--- src/rtl/analog_dir_pkg.sv ---
// Shared types and defaults for the analog-stick direction encoder.
// Axis states, threshold/debounce defaults and the signed-to-magnitude helper.
package analog_dir_pkg;

    typedef enum logic [1:0] {
        NEUTRAL = 2'd0,
        POS     = 2'd1,
        NEG     = 2'd2
    } axis_state_t;

    localparam int T_ON_DEFAULT  = 48;
    localparam int T_OFF_DEFAULT = 32;
    localparam int DEB_DEFAULT   = 3;

    // Unsigned 8-bit magnitude of a two's complement byte; -128 maps to 128.
    function automatic logic [7:0] axis_magnitude(input logic [7:0] value);
        axis_magnitude = value[7] ? (8'd0 - value) : value;
    endfunction

endpackage

--- src/rtl/analog_axis_filter.sv ---
// One stick axis: hysteresis classification followed by a strobe-driven debounce.
// Reports the committed state; filtering only advances on ce_sample.
module analog_axis_filter
    import analog_dir_pkg::*;
#(
    parameter int T_ON  = T_ON_DEFAULT,
    parameter int T_OFF = T_OFF_DEFAULT,
    parameter int DEB   = DEB_DEFAULT
) (
    input  logic       clk_sys,
    input  logic       reset,
    input  logic       ce_sample,
    input  logic [7:0] sample,
    output logic [1:0] state
);

    localparam logic [7:0] T_ON_U  = 8'(T_ON);
    localparam logic [7:0] T_OFF_U = 8'(T_OFF);
    localparam logic [3:0] DEB_U   = 4'(DEB);

    axis_state_t committed_r;
    axis_state_t pending_r;
    logic [3:0]  cnt_r;

    axis_state_t candidate_s;
    logic [7:0]  mag_s;
    logic        is_pos_s;
    logic        is_neg_s;
    logic        pos_on_s;
    logic        neg_on_s;
    logic        pos_hold_s;
    logic        neg_hold_s;
    logic [3:0]  cnt_inc_s;

    assign mag_s      = axis_magnitude(sample);
    assign is_neg_s   = sample[7];
    assign is_pos_s   = !sample[7] && (sample != 8'd0);
    assign pos_on_s   = is_pos_s && (mag_s >= T_ON_U);
    assign neg_on_s   = is_neg_s && (mag_s >= T_ON_U);
    assign pos_hold_s = is_pos_s && (mag_s > T_OFF_U);
    assign neg_hold_s = is_neg_s && (mag_s > T_OFF_U);
    assign cnt_inc_s  = (cnt_r == 4'hF) ? cnt_r : (cnt_r + 4'd1);

    // Hysteresis: leaving neutral needs T_ON, staying deflected needs more than T_OFF.
    always_comb begin
        candidate_s = NEUTRAL;
        case (committed_r)
            NEUTRAL: begin
                if (pos_on_s)      candidate_s = POS;
                else if (neg_on_s) candidate_s = NEG;
                else               candidate_s = NEUTRAL;
            end
            POS: begin
                if (pos_hold_s)    candidate_s = POS;
                else if (neg_on_s) candidate_s = NEG;
                else               candidate_s = NEUTRAL;
            end
            NEG: begin
                if (neg_hold_s)    candidate_s = NEG;
                else if (pos_on_s) candidate_s = POS;
                else               candidate_s = NEUTRAL;
            end
            default: candidate_s = NEUTRAL;
        endcase
    end

    // Debounce: a differing candidate must repeat DEB strobes in a row before commit.
    always_ff @(posedge clk_sys) begin
        if (reset) begin
            committed_r <= NEUTRAL;
            pending_r   <= NEUTRAL;
            cnt_r       <= 4'd0;
        end else if (ce_sample) begin
            if (candidate_s == committed_r) begin
                cnt_r <= 4'd0;
            end else if (candidate_s == pending_r) begin
                if (cnt_inc_s >= DEB_U) begin
                    committed_r <= pending_r;
                    cnt_r       <= 4'd0;
                end else begin
                    cnt_r <= cnt_inc_s;
                end
            end else begin
                pending_r <= candidate_s;
                if (DEB_U <= 4'd1) begin
                    committed_r <= candidate_s;
                    cnt_r       <= 4'd0;
                end else begin
                    cnt_r <= 4'd1;
                end
            end
        end else begin
            cnt_r <= cnt_r;
        end
    end

    assign state = committed_r;

endmodule

--- src/rtl/analog_dir_encoder.sv ---
// Analog stick to 4-way direction encoder with a digital bypass.
// Two axis filters feed a registered {up,down,left,right} output and change pulse.
module analog_dir_encoder
    import analog_dir_pkg::*;
#(
    parameter int T_ON  = T_ON_DEFAULT,
    parameter int T_OFF = T_OFF_DEFAULT,
    parameter int DEB   = DEB_DEFAULT
) (
    input  logic        clk_sys,
    input  logic        reset,
    input  logic        ce_sample,
    input  logic [15:0] analog,
    input  logic        sel_digital,
    input  logic [3:0]  dig_in,
    output logic [3:0]  dir,
    output logic        dir_changed
);

    logic [1:0] x_state_s;
    logic [1:0] y_state_s;
    logic [3:0] filt_dir_s;
    logic [3:0] dir_next_s;
    logic [3:0] dir_r;
    logic       dir_changed_r;

    analog_axis_filter #(.T_ON(T_ON), .T_OFF(T_OFF), .DEB(DEB)) u_axis_x (
        .clk_sys   (clk_sys),
        .reset     (reset),
        .ce_sample (ce_sample),
        .sample    (analog[7:0]),
        .state     (x_state_s)
    );

    analog_axis_filter #(.T_ON(T_ON), .T_OFF(T_OFF), .DEB(DEB)) u_axis_y (
        .clk_sys   (clk_sys),
        .reset     (reset),
        .ce_sample (ce_sample),
        .sample    (analog[15:8]),
        .state     (y_state_s)
    );

    // A single committed state per axis keeps opposite directions mutually exclusive.
    assign filt_dir_s = {y_state_s == NEG, y_state_s == POS,
                         x_state_s == NEG, x_state_s == POS};
    assign dir_next_s = sel_digital ? dig_in : filt_dir_s;

    // Output register; the change pulse rises in the same cycle the new dir appears.
    always_ff @(posedge clk_sys) begin
        if (reset) begin
            dir_r         <= 4'b0000;
            dir_changed_r <= 1'b0;
        end else begin
            dir_r         <= dir_next_s;
            dir_changed_r <= (dir_next_s != dir_r);
        end
    end

    assign dir         = dir_r;
    assign dir_changed = dir_changed_r;

endmodule

--- config.mk ---
export PLATFORM = sky130hd
export DESIGN_NAME = analog_dir_encoder
export DESIGN_NICKNAME = d
export VERILOG_FILES = /design/src/rtl/analog_dir_pkg.sv /design/src/rtl/analog_axis_filter.sv /design/src/rtl/analog_dir_encoder.sv
export SDC_FILE = /design/constraint.sdc
export NUM_CORES = 1
export LEC_CHECK = 0
export CAP_MARGIN = 10
export CORE_ASPECT_RATIO = 0.75
export CORE_MARGIN = 2
export CORE_UTILIZATION = 40
export CTS_CLUSTER_SIZE = 16
export DETAILED_ROUTE_END_ITERATION = 8
export PLACE_DENSITY = 0.62
export SLEW_MARGIN = 30
export SYNTH_ARGS = -nofsm -noshare
export SYNTH_HDL_FRONTEND = slang
export SYNTH_HIERARCHICAL = 1
export SYNTH_SLANG_ARGS = --single-unit
export TNS_END_PERCENT = 50
--- constraint.sdc ---
create_clock -name clk_sys -period 6.5 [get_ports clk_sys]
set_input_delay 0.65 -clock clk_sys [delete_from_list [all_inputs] [get_ports clk_sys]]
set_output_delay 0.65 -clock clk_sys [all_outputs]
set_load 0.02 [all_outputs]
==> impl_metrics.tcl, run 1 <==
set metrics [dict create \
    holdPathEnd "u_axis_y/state[0]" \
    synth-seq-cells 21 \
    grt_pass1_vias 1403 \
    cts_made_buffers 3 \
    setup-violations-final 0 \
    synth_enable_flop_cells 0 \
    fp.dieH_um 62.6 \
    drtAntennaViolNets 0 \
    required_ps 6690 \
    hold_start "u_axis_y/pending_r[0]" \
    ctsLongestPathBuffers 2 \
    post-synth-top-count-cell "dfxtp_1" \
    hold_path.class "register to register" \
    synth_cell_types 47 \
    grt_max_degree 28 \
    synthArstFlopShare_pct 0 \
    report.final.slew_viol_count 0 \
    seq_area_um2 420 \
    tritoncts "done" \
    period_share_pct 50.2 \
    multi_input_area_um2 1330 \
    synth_largest_area_cell "dfxtp_1" \
    grt_pass1_wl_um 6250 \
    viasPerCell 5.33 \
    holdBufCountCts 0 \
    grt_antenna_before_repair 0 \
    clock_sinks 21 \
    p_leak_nw 0.811 \
    cts-root-buf "clkbuf_8" \
    max_cap_viol_count 0 \
    clock_latency_ps 250 \
    highest_layer "met4" \
    power.density_nw_per_um2 140 \
    wl_met1_um 2140 \
    setup.worst_path.end_class "register" \
    antenna_cells 0 \
    pin_count 29 \
    min_path_cells 2 \
    num_rows 21 \
    met2WireLength_um 1320 \
    fin_crit_ps 3260 \
    status "finished clean" \
    worstReg2RegStart "u_axis_y/state[0]" \
    portBuffers 28 \
    vias 1589 \
    worstSetupPathType "input port to register" \
    synthDominantCellAreaShare_pct 23.0 \
    r2r_end "u_axis_y/cnt_r[1]" \
    max_freq_mhz 306 \
    finalNonFillerCells 298 \
    drt_iter0_drc 86 \
    finalSetupTns_ps 0 \
    slew_headroom_pct 38.8 \
    wl_per_cell_um 12.1 \
    htreeDepth 1 \
    drive_above_1_share_pct 12.9 \
    core_area_um2 4440 \
    cp-start-kind "input port" \
    cts_setup_buffers 0 \
    r2r_slack_ps 4050 \
    wirelength_um 3610 \
    syn_to_final_growth_pct 19.9 \
    reg2regPathDepth 6 \
    syn_inst 214 \
    drt_pre_antenna_iters 4 \
    dieArea_um2 5140 \
    netlist_top_cells_count "dfxtp_1 (21), nand2b_1 (20), nor2_1 (20)" \
    path_clk_slew_ps 70 \
    grt_usage_pct 14.9 \
    synth_warnings 6 \
    fillers 433 \
    vdd_ir_drop_max_mv 0.0940 \
    arrival_ps 3450 \
    cp_max_fo 6 \
    place_inst 294 \
    dr_wl_met3_um 143 \
    rsz0062_at_grt "false" \
    drc 0 \
    synth_fp_nets 242 \
    gp_congestion 0.838 \
    synth_ff_type "dfxtp_1" \
    grt_overflow 0 \
    die_w_um 82.1 \
    yosys-top-cells-area "dfxtp_1 (23%), nand2b_1 (6.8%), a21oi_1 (4.4%)" \
    syn_area_per_cell_um2 8.55 \
    nNetsFinal 270 \
    syn_area_um2 1830 \
    cts_resized 0 \
    final_hold_viol_count 0 \
    hpwl_um 2820 \
    worst_slew_pin_slew_ps 895 \
    start_util_pct 41.2 \
    yosysSeqAreaShare_pct 23.0 \
    fin_worst_skew_ps 2.18 \
]
==> flip-flops by register name (all words and copies together) (netlist names) <==
name	cells
u_axis_x/cnt_r	4
u_axis_y/state	2
u_axis_y/pending_r	2
dir_changed	1
u_axis_x/state	2
u_axis_x/pending_r	2
dir	4
u_axis_y/cnt_r	4
==> per-layer routing <==
layer	up-vias	track usage [%]
li1	857	-
met1	708	24.9
met2	22	19.3
met3	2	3.47
met4	0	1.88
met5	-	0
==> cell usage in the layout, fill, tap and decap left out, types with 4 or more instances in the layout <==
| cell type | count |
|---|---|
| clkdlybuf4s50_1 | 28 |
| inv_1 | 12 |
| dfxtp_1 | 21 |
| nand2b_1 | 20 |
| o21ai_0 | 6 |
| o211a_1 | 4 |
| nor2_1 | 20 |
| nor3_1 | 8 |
| xor2_1 | 4 |
| a21oi_1 | 16 |
| ha_1 | 4 |
| mux2i_1 | 8 |
| nor3b_1 | 8 |
| nand4bb_1 | 6 |
| o21ai_2 | 4 |
| o211ai_1 | 5 |
| nand3_1 | 6 |
| nand2_1 | 6 |
==> through the flow <==
stage | cell area [um^2] | util (%) | hold WS (ps) | total power [mW] | setup WS (ps)
floorplan | 1830 | - | 477 | 0.195 | 3750
global placement | 2150 | 48.4 | 497 | 0.226 | 2970
detailed placement | 2150 | 48.4 | 503 | 0.226 | 2960
CTS | 2190 | 49.4 | 515 | 0.313 | 3240
global route | 2190 | 49.4 | 534 | 0.327 | 2970
finish | 2190 | 49.4 | 507 | 0.306 | 3240
==> power by group <==
part           internal, mW  switching, mW
sequential            0.132        0.00380
clock                0.0435         0.0394
combinational        0.0430         0.0440
total                 0.219         0.0872
==> cell type report <==
class | instances | area share [%]
Sequential cell | 21 | 19.2
Tap cell | 57 | 3.25
Timing Repair Buffer | 29 | 13.1
Clock buffer | 4 | 2.05
Inverter | 12 | 2.05
Multi-Input combinational cell | 175 | 60.4
==> logic make-up (layout without fill, tap and decap cells) <==
logic type | Yosys count | in the layout | synth area share [%]
xor+xnor | 8 | 8 | 4.65
fa+ha+maj | 4 | 4 | 2.73
flops | 21 | 21 | 23.0
buf+inv | 18 | 45 | 4.65
compound gates | 61 | 61 | 28.0
simple gates | 94 | 94 | 32.6
mux | 8 | 8 | 4.37
==> worst max-delay path, stage by stage <==
cell and delay, ps:
clkdlybuf4s50_1 540, inv_1 80, ha_1 260, nor3b_1 190
o211a_1 270, o211a_1 140, a211o_1 270, a21oi_1 220
xor2_1 150, or4_1 550, o22ai_2 110
==> worst max path at each step <==
stage / start / end / slack (ps) / cells after the start
final: analog[8] / u_axis_y/cnt_r[1] / 3240 / 11
after CTS: analog[0] / u_axis_x/state[0] / 3240 / 9
after global routing: analog[8] / u_axis_y/state[0] / 2970 / 9
after floorplan: analog[0] / u_axis_x/cnt_r[1] / 3750 / 8
after detailed placement: analog[0] / u_axis_x/cnt_r[1] / 2960 / 9
after global placement: analog[8] / u_axis_y/cnt_r[1] / 2970 / 9
Note: power is estimated with default switching activity, not from simulation.
==> run 2: changes to the inputs <==
Settings changed: PLACE_DENSITY 0.62 to 0.65.
Clock period 6.5 ns to 2.7 ns, I/O delays scaled along.
==> impl_metrics.tcl, run 2 (same netlist as run 1, synthesis figures left out) <==
set metrics [dict create \
    status "finished clean" \
    fin_worst_skew_ps 7.42 \
    num_rows 21 \
    grt_pass1_wl_um 7070 \
    worstSetupPathType "input port to register" \
    clock_sinks 21 \
    holdPathEnd "u_axis_y/cnt_r[2]" \
    p_leak_nw 0.991 \
    clock_latency_ps 270 \
    die_w_um 82.1 \
    final_hold_viol_count 0 \
    cts_made_buffers 3 \
    met2_usage_pct 23.1 \
    path_clk_slew_ps 90 \
    vias 1745 \
    cp_slowest_cell "or4_1" \
    grt_usage_pct 17.1 \
    grt_antenna_before_repair 0 \
    reg2regPathDepth 7 \
    slowest_delay_ps 550 \
    p_sw_share_pct 30.7 \
    finalNonFillerCells 328 \
    internal-power_mw 0.556 \
    grt_use_met3_pct 3.90 \
    grt-busiest-layer "met1" \
    setup-violations-final 0 \
    htreeDepth 1 \
    wirelength_um 4350 \
    wl_per_cell_um 13.3 \
    drt_pre_antenna_iters 4 \
    hold_start "u_axis_y/cnt_r[2]" \
    power.density_nw_per_um2 322 \
    portBuffers 28 \
    fillers 405 \
    pin_count 29 \
    place_inst 323 \
    max_freq_mhz 388 \
    antenna_cells 0 \
    required_ps 2900 \
    drt_iter0_drc 89 \
    worst_slew_pin_slew_ps 681 \
    period_share_pct 95.4 \
    ctsLongestPathBuffers 2 \
    layout_common_cells "buf_4 (31), clkdlybuf4s50_1 (24), dfxtp_1 (21)" \
    grt_pass1_vias 1531 \
    layout_commonest_cell "buf_4" \
    power_frac_seq_pct 41.0 \
    min_path_cells 1 \
    core_area_um2 4440 \
    setup.worst_path.end_class "register" \
    switching_power_mw 0.246 \
    met1_usage_pct 28.1 \
    r2r_end "u_axis_x/cnt_r[1]" \
    drtAntennaViolNets 0 \
    arrival_ps 2780 \
    fin_crit_ps 2580 \
    viasPerCell 5.32 \
    start_util_pct 41.2 \
    hold_path.class "register to register" \
    combPwrFrac_pct 31.9 \
    grt_overflow 0 \
    worstReg2RegStart "u_axis_x/state[0]" \
    tritoncts "done" \
    finalSetupTns_ps 0 \
    syn_to_final_growth_pct 36.3 \
    grt_max_degree 21 \
    slew_headroom_pct 54.5 \
    clock_power_share_pct 27.1 \
    max_cap_viol_count 0 \
    report.final.slew_viol_count 0 \
    dieArea_um2 5140 \
    holdBufCountCts 0 \
    nNetsFinal 300 \
    hpwl_um 3310 \
    fp.dieH_um 62.6 \
    cts-root-buf "clkbuf_8" \
    r2r_slack_ps 540 \
    startpoint "analog[10]" \
    vdd_ir_drop_max_mv 0.185 \
    gp_congestion 0.932 \
    path_cells "clkdlybuf4s50_1 > or3_4 > o31ai_4 > xor2_2 > a211o_1 > a21oi_2 > xor2_2 > or4_1 > o22ai_2" \
    drc 0 \
    cp-start-kind "input port" \
    path_common_cell "xor2_2" \
    drive_above_1_share_pct 26.9 \
    cp_max_fo 3 \
]
[run 2: changes by cell type in the layout (fill, tap and decap cells not counted), sizes merged]
cell / delta
dlygate4sd2: +1
clkinvlp: +1
buf: +30
clkdlybuf4s50: -4
dlymetal6s2s: +3
clkbuf: -1
[run 2: worst max-delay path: cells and delay by family]
kind | cells | cell delay [ps]
compound gates | 4 | 890
xor+xnor | 2 | 270
buf+inv | 1 | 440
simple gates | 2 | 910
[run 2: through the flow]
step | cell area (um^2) | worst slack (ps) | total power, mW | hold WS (ps) | utilization, %
floorplan | 1830 | 334 | 0.468 | 333 | -
global placement | 2370 | -312 | 0.574 | 493 | 53.3
detailed placement | 2370 | -342 | 0.576 | 501 | 53.3
CTS | 2420 | 58.6 | 0.798 | 517 | 54.6
global route | 2490 | -3.76 | 0.855 | 537 | 56.2
finish | 2490 | 124 | 0.802 | 520 | 56.2
[run 2: final cells by class]
type                            count  area (um^2)  area share (%)
Multi-Input combinational cell    175         1390            55.7
Timing Repair Buffer               59          519            20.8
Sequential cell                    21          420            16.9
Tap cell                           57         71.3            2.86
Inverter                           12         45.0            1.81
Clock buffer                        3         41.3            1.65
Clock inverter                      1         7.51           0.301
[run 2: repair_timing]
action | 4_1_cts | 5_1_grt
pin swaps | 1 | 13
buffers inserted | 0 | 1
endpoints found under the setup margin | 4 | 7
cloned | 0 | 0
resized for setup | 3 | 17
[run 2: power by group through the flow]
stage	Clock [mW]	Sequential (mW)	Combinational (mW)
after detailed placement	0	0.335	0.241
after global placement	0	0.335	0.239
after CTS	0.226	0.328	0.244
after global routing	0.246	0.330	0.280
after floorplan	0	0.338	0.130
final	0.217	0.329	0.256
[run 2: layer usage]
layer | wire length [um] | vias to the layer above | share of wire, %
met5 | 0 | - | 0
met4 | 0 | 0 | 0
met3 | 151 | 0 | 3.5
met2 | 1840 | 26 | 42
met1 | 2360 | 807 | 54
li1 | - | 912 | -
[run 2: worst max-delay path by stage]
stage | cells after the start | to | slack [ps]
after floorplan | 8 | u_axis_x/cnt_r[1] | 330
after global placement | 11 | u_axis_x/cnt_r[1] | -310
after detailed placement | 11 | u_axis_x/cnt_r[1] | -340
after CTS | 12 | u_axis_y/cnt_r[1] | 60
after global routing | 10 | u_axis_y/state[1] | -4
final | 9 | u_axis_y/cnt_r[1] | 120
==> run 3: changes to the inputs <==
Settings changed: GPL_TIMING_DRIVEN from default to 0, HOLD_SLACK_MARGIN from default to 0.02.
==> impl_metrics.tcl, run 3 (same netlist as run 1, synthesis figures left out) <==
set metrics [dict create \
    max_cap_viol_count 0 \
    vias 1664 \
    setup.worst_path.end_class "register" \
    max_freq_mhz 392 \
    worstSetupPathType "input port to register" \
    grt_usage_pct 16.6 \
    start_util_pct 41.2 \
    tritoncts "done" \
    fin_crit_ps 2550 \
    place_ws_ps -511 \
    layout_commonest_cell "dfxtp_1" \
    grt_max_degree 14 \
    drc 0 \
    rsz0062_at_grt "false" \
    core_area_um2 4440 \
    worst_slew_pin_slew_ps 676 \
    fin_worst_skew_ps 7.06 \
    cts-root-buf "clkbuf_8" \
    fp.dieH_um 62.6 \
    nNetsFinal 276 \
    grt_antenna_before_repair 0 \
    setup-violations-final 0 \
    portBuffers 28 \
    wl_per_cell_um 13.3 \
    wirelength_um 4040 \
    cp_max_fo 6 \
    final_hold_viol_count 0 \
    viasPerCell 5.47 \
    grt_overflow 0 \
    report.final.slew_viol_count 0 \
    fillers 417 \
    hold_path.class "register to register" \
    drtAntennaViolNets 0 \
    status "finished clean" \
    die_w_um 82.1 \
    power.density_nw_per_um2 333 \
    grt_pass1_vias 1537 \
    dieArea_um2 5140 \
    syn_to_final_growth_pct 27.6 \
    setup_ws_ps 149 \
    clock_latency_ps 270 \
    power_mw 0.778 \
    vdd_ir_drop_max_mv 0.237 \
    layout_common_cells "dfxtp_1 (21), nor2_1 (20), nand2b_1 (20)" \
    ctsLongestPathBuffers 2 \
    path_clk_slew_ps 90 \
    num_rows 21 \
    arrival_ps 2750 \
    p_leak_nw 0.909 \
    holdBufCountCts 0 \
    grt_pass1_wl_um 6870 \
    period_share_pct 94.5 \
    clock_sinks 21 \
    gp_congestion 0.816 \
    htreeDepth 1 \
    pin_count 29 \
    drt_pre_antenna_iters 4 \
    slew_headroom_pct 54.8 \
    hpwl_um 3010 \
    cts_made_buffers 3 \
    antenna_cells 0 \
    drt_iter0_drc 102 \
    drive_above_1_share_pct 18.6 \
    required_ps 2900 \
    cp-start-kind "input port" \
]
==> run 3: metal layers <==
layer  up-vias  track usage [%]  share of wire [%]
met1       771             25.7                 55
met5         -                0                  0
met4         0             2.50               0.20
li1        863                -                  -
met3         3             3.61                4.6
met2        27             23.6                 41
==> run 3: path summary, 6_finish.rpt <==
| check | from | end | slack [ps] | depth (start not counted) |
|---|---|---|---|---|
| min | u_axis_x/cnt_r[3] | u_axis_x/cnt_r[3] | 510 | 1 |
| max reg2reg | u_axis_y/state[0] | u_axis_y/cnt_r[1] | 310 | 6 |
| min reg2reg | u_axis_x/cnt_r[3] | u_axis_x/cnt_r[3] | 510 | 1 |
| max | analog[8] | u_axis_y/cnt_r[1] | 150 | 11 |
==> run 3: where the power goes <==
part / internal, mW / switching [mW] / leakage, nW
Sequential: 0.319 / 0.0104 / 0.171
Clock: 0.104 / 0.111 / 0.0217
Combinational: 0.113 / 0.121 / 0.716
==> run 3: layout make-up <==
type / count / area [um^2] / area share [%]
buffer: 6 / 40.0 / 1.71
clock buffer: 3 / 41.3 / 1.77
clock inverter: 1 / 7.51 / 0.321
inverter: 12 / 45.0 / 1.93
multi-input combinational: 175 / 1410 / 60.5
sequential: 21 / 420 / 18.0
tap: 57 / 71.3 / 3.05
timing repair buffer: 29 / 298 / 12.7
==> run 3: repair_timing <==
item / in CTS / in global routing
gates resized for setup: 11 / 17
pin swaps: 2 / 5
buffers inserted: 0 / 1
setup endpoints to repair: 11 / 9
cloned: 0 / 0
==> run 3: through the flow <==
| step | TNS [ps] | cell area, um^2 | hold slack (ps) | cells | utilization (%) |
|---|---|---|---|---|---|
| after floorplan | 0 | 1830 | 333 | 214 | - |
| after global placement | -4790 | 2180 | 493 | 299 | 49.1 |
| after detailed placement | -4790 | 2180 | 494 | 299 | 49.1 |
| after CTS | -27.6 | 2250 | 516 | 303 | 50.6 |
| after global routing | 0 | 2340 | 535 | 304 | 52.6 |
| final | 0 | 2340 | 511 | 304 | 52.6 |
==> run 3: worst max-delay path, cell delays in order <==
cell	delay (ps)
dlygate4sd2_1	270
inv_1	90
ha_2	220
nor3b_2	180
o211a_1	270
o211a_1	140
a211o_1	280
a21oi_2	210
xor2_2	140
or4_1	560
o22ai_2	120
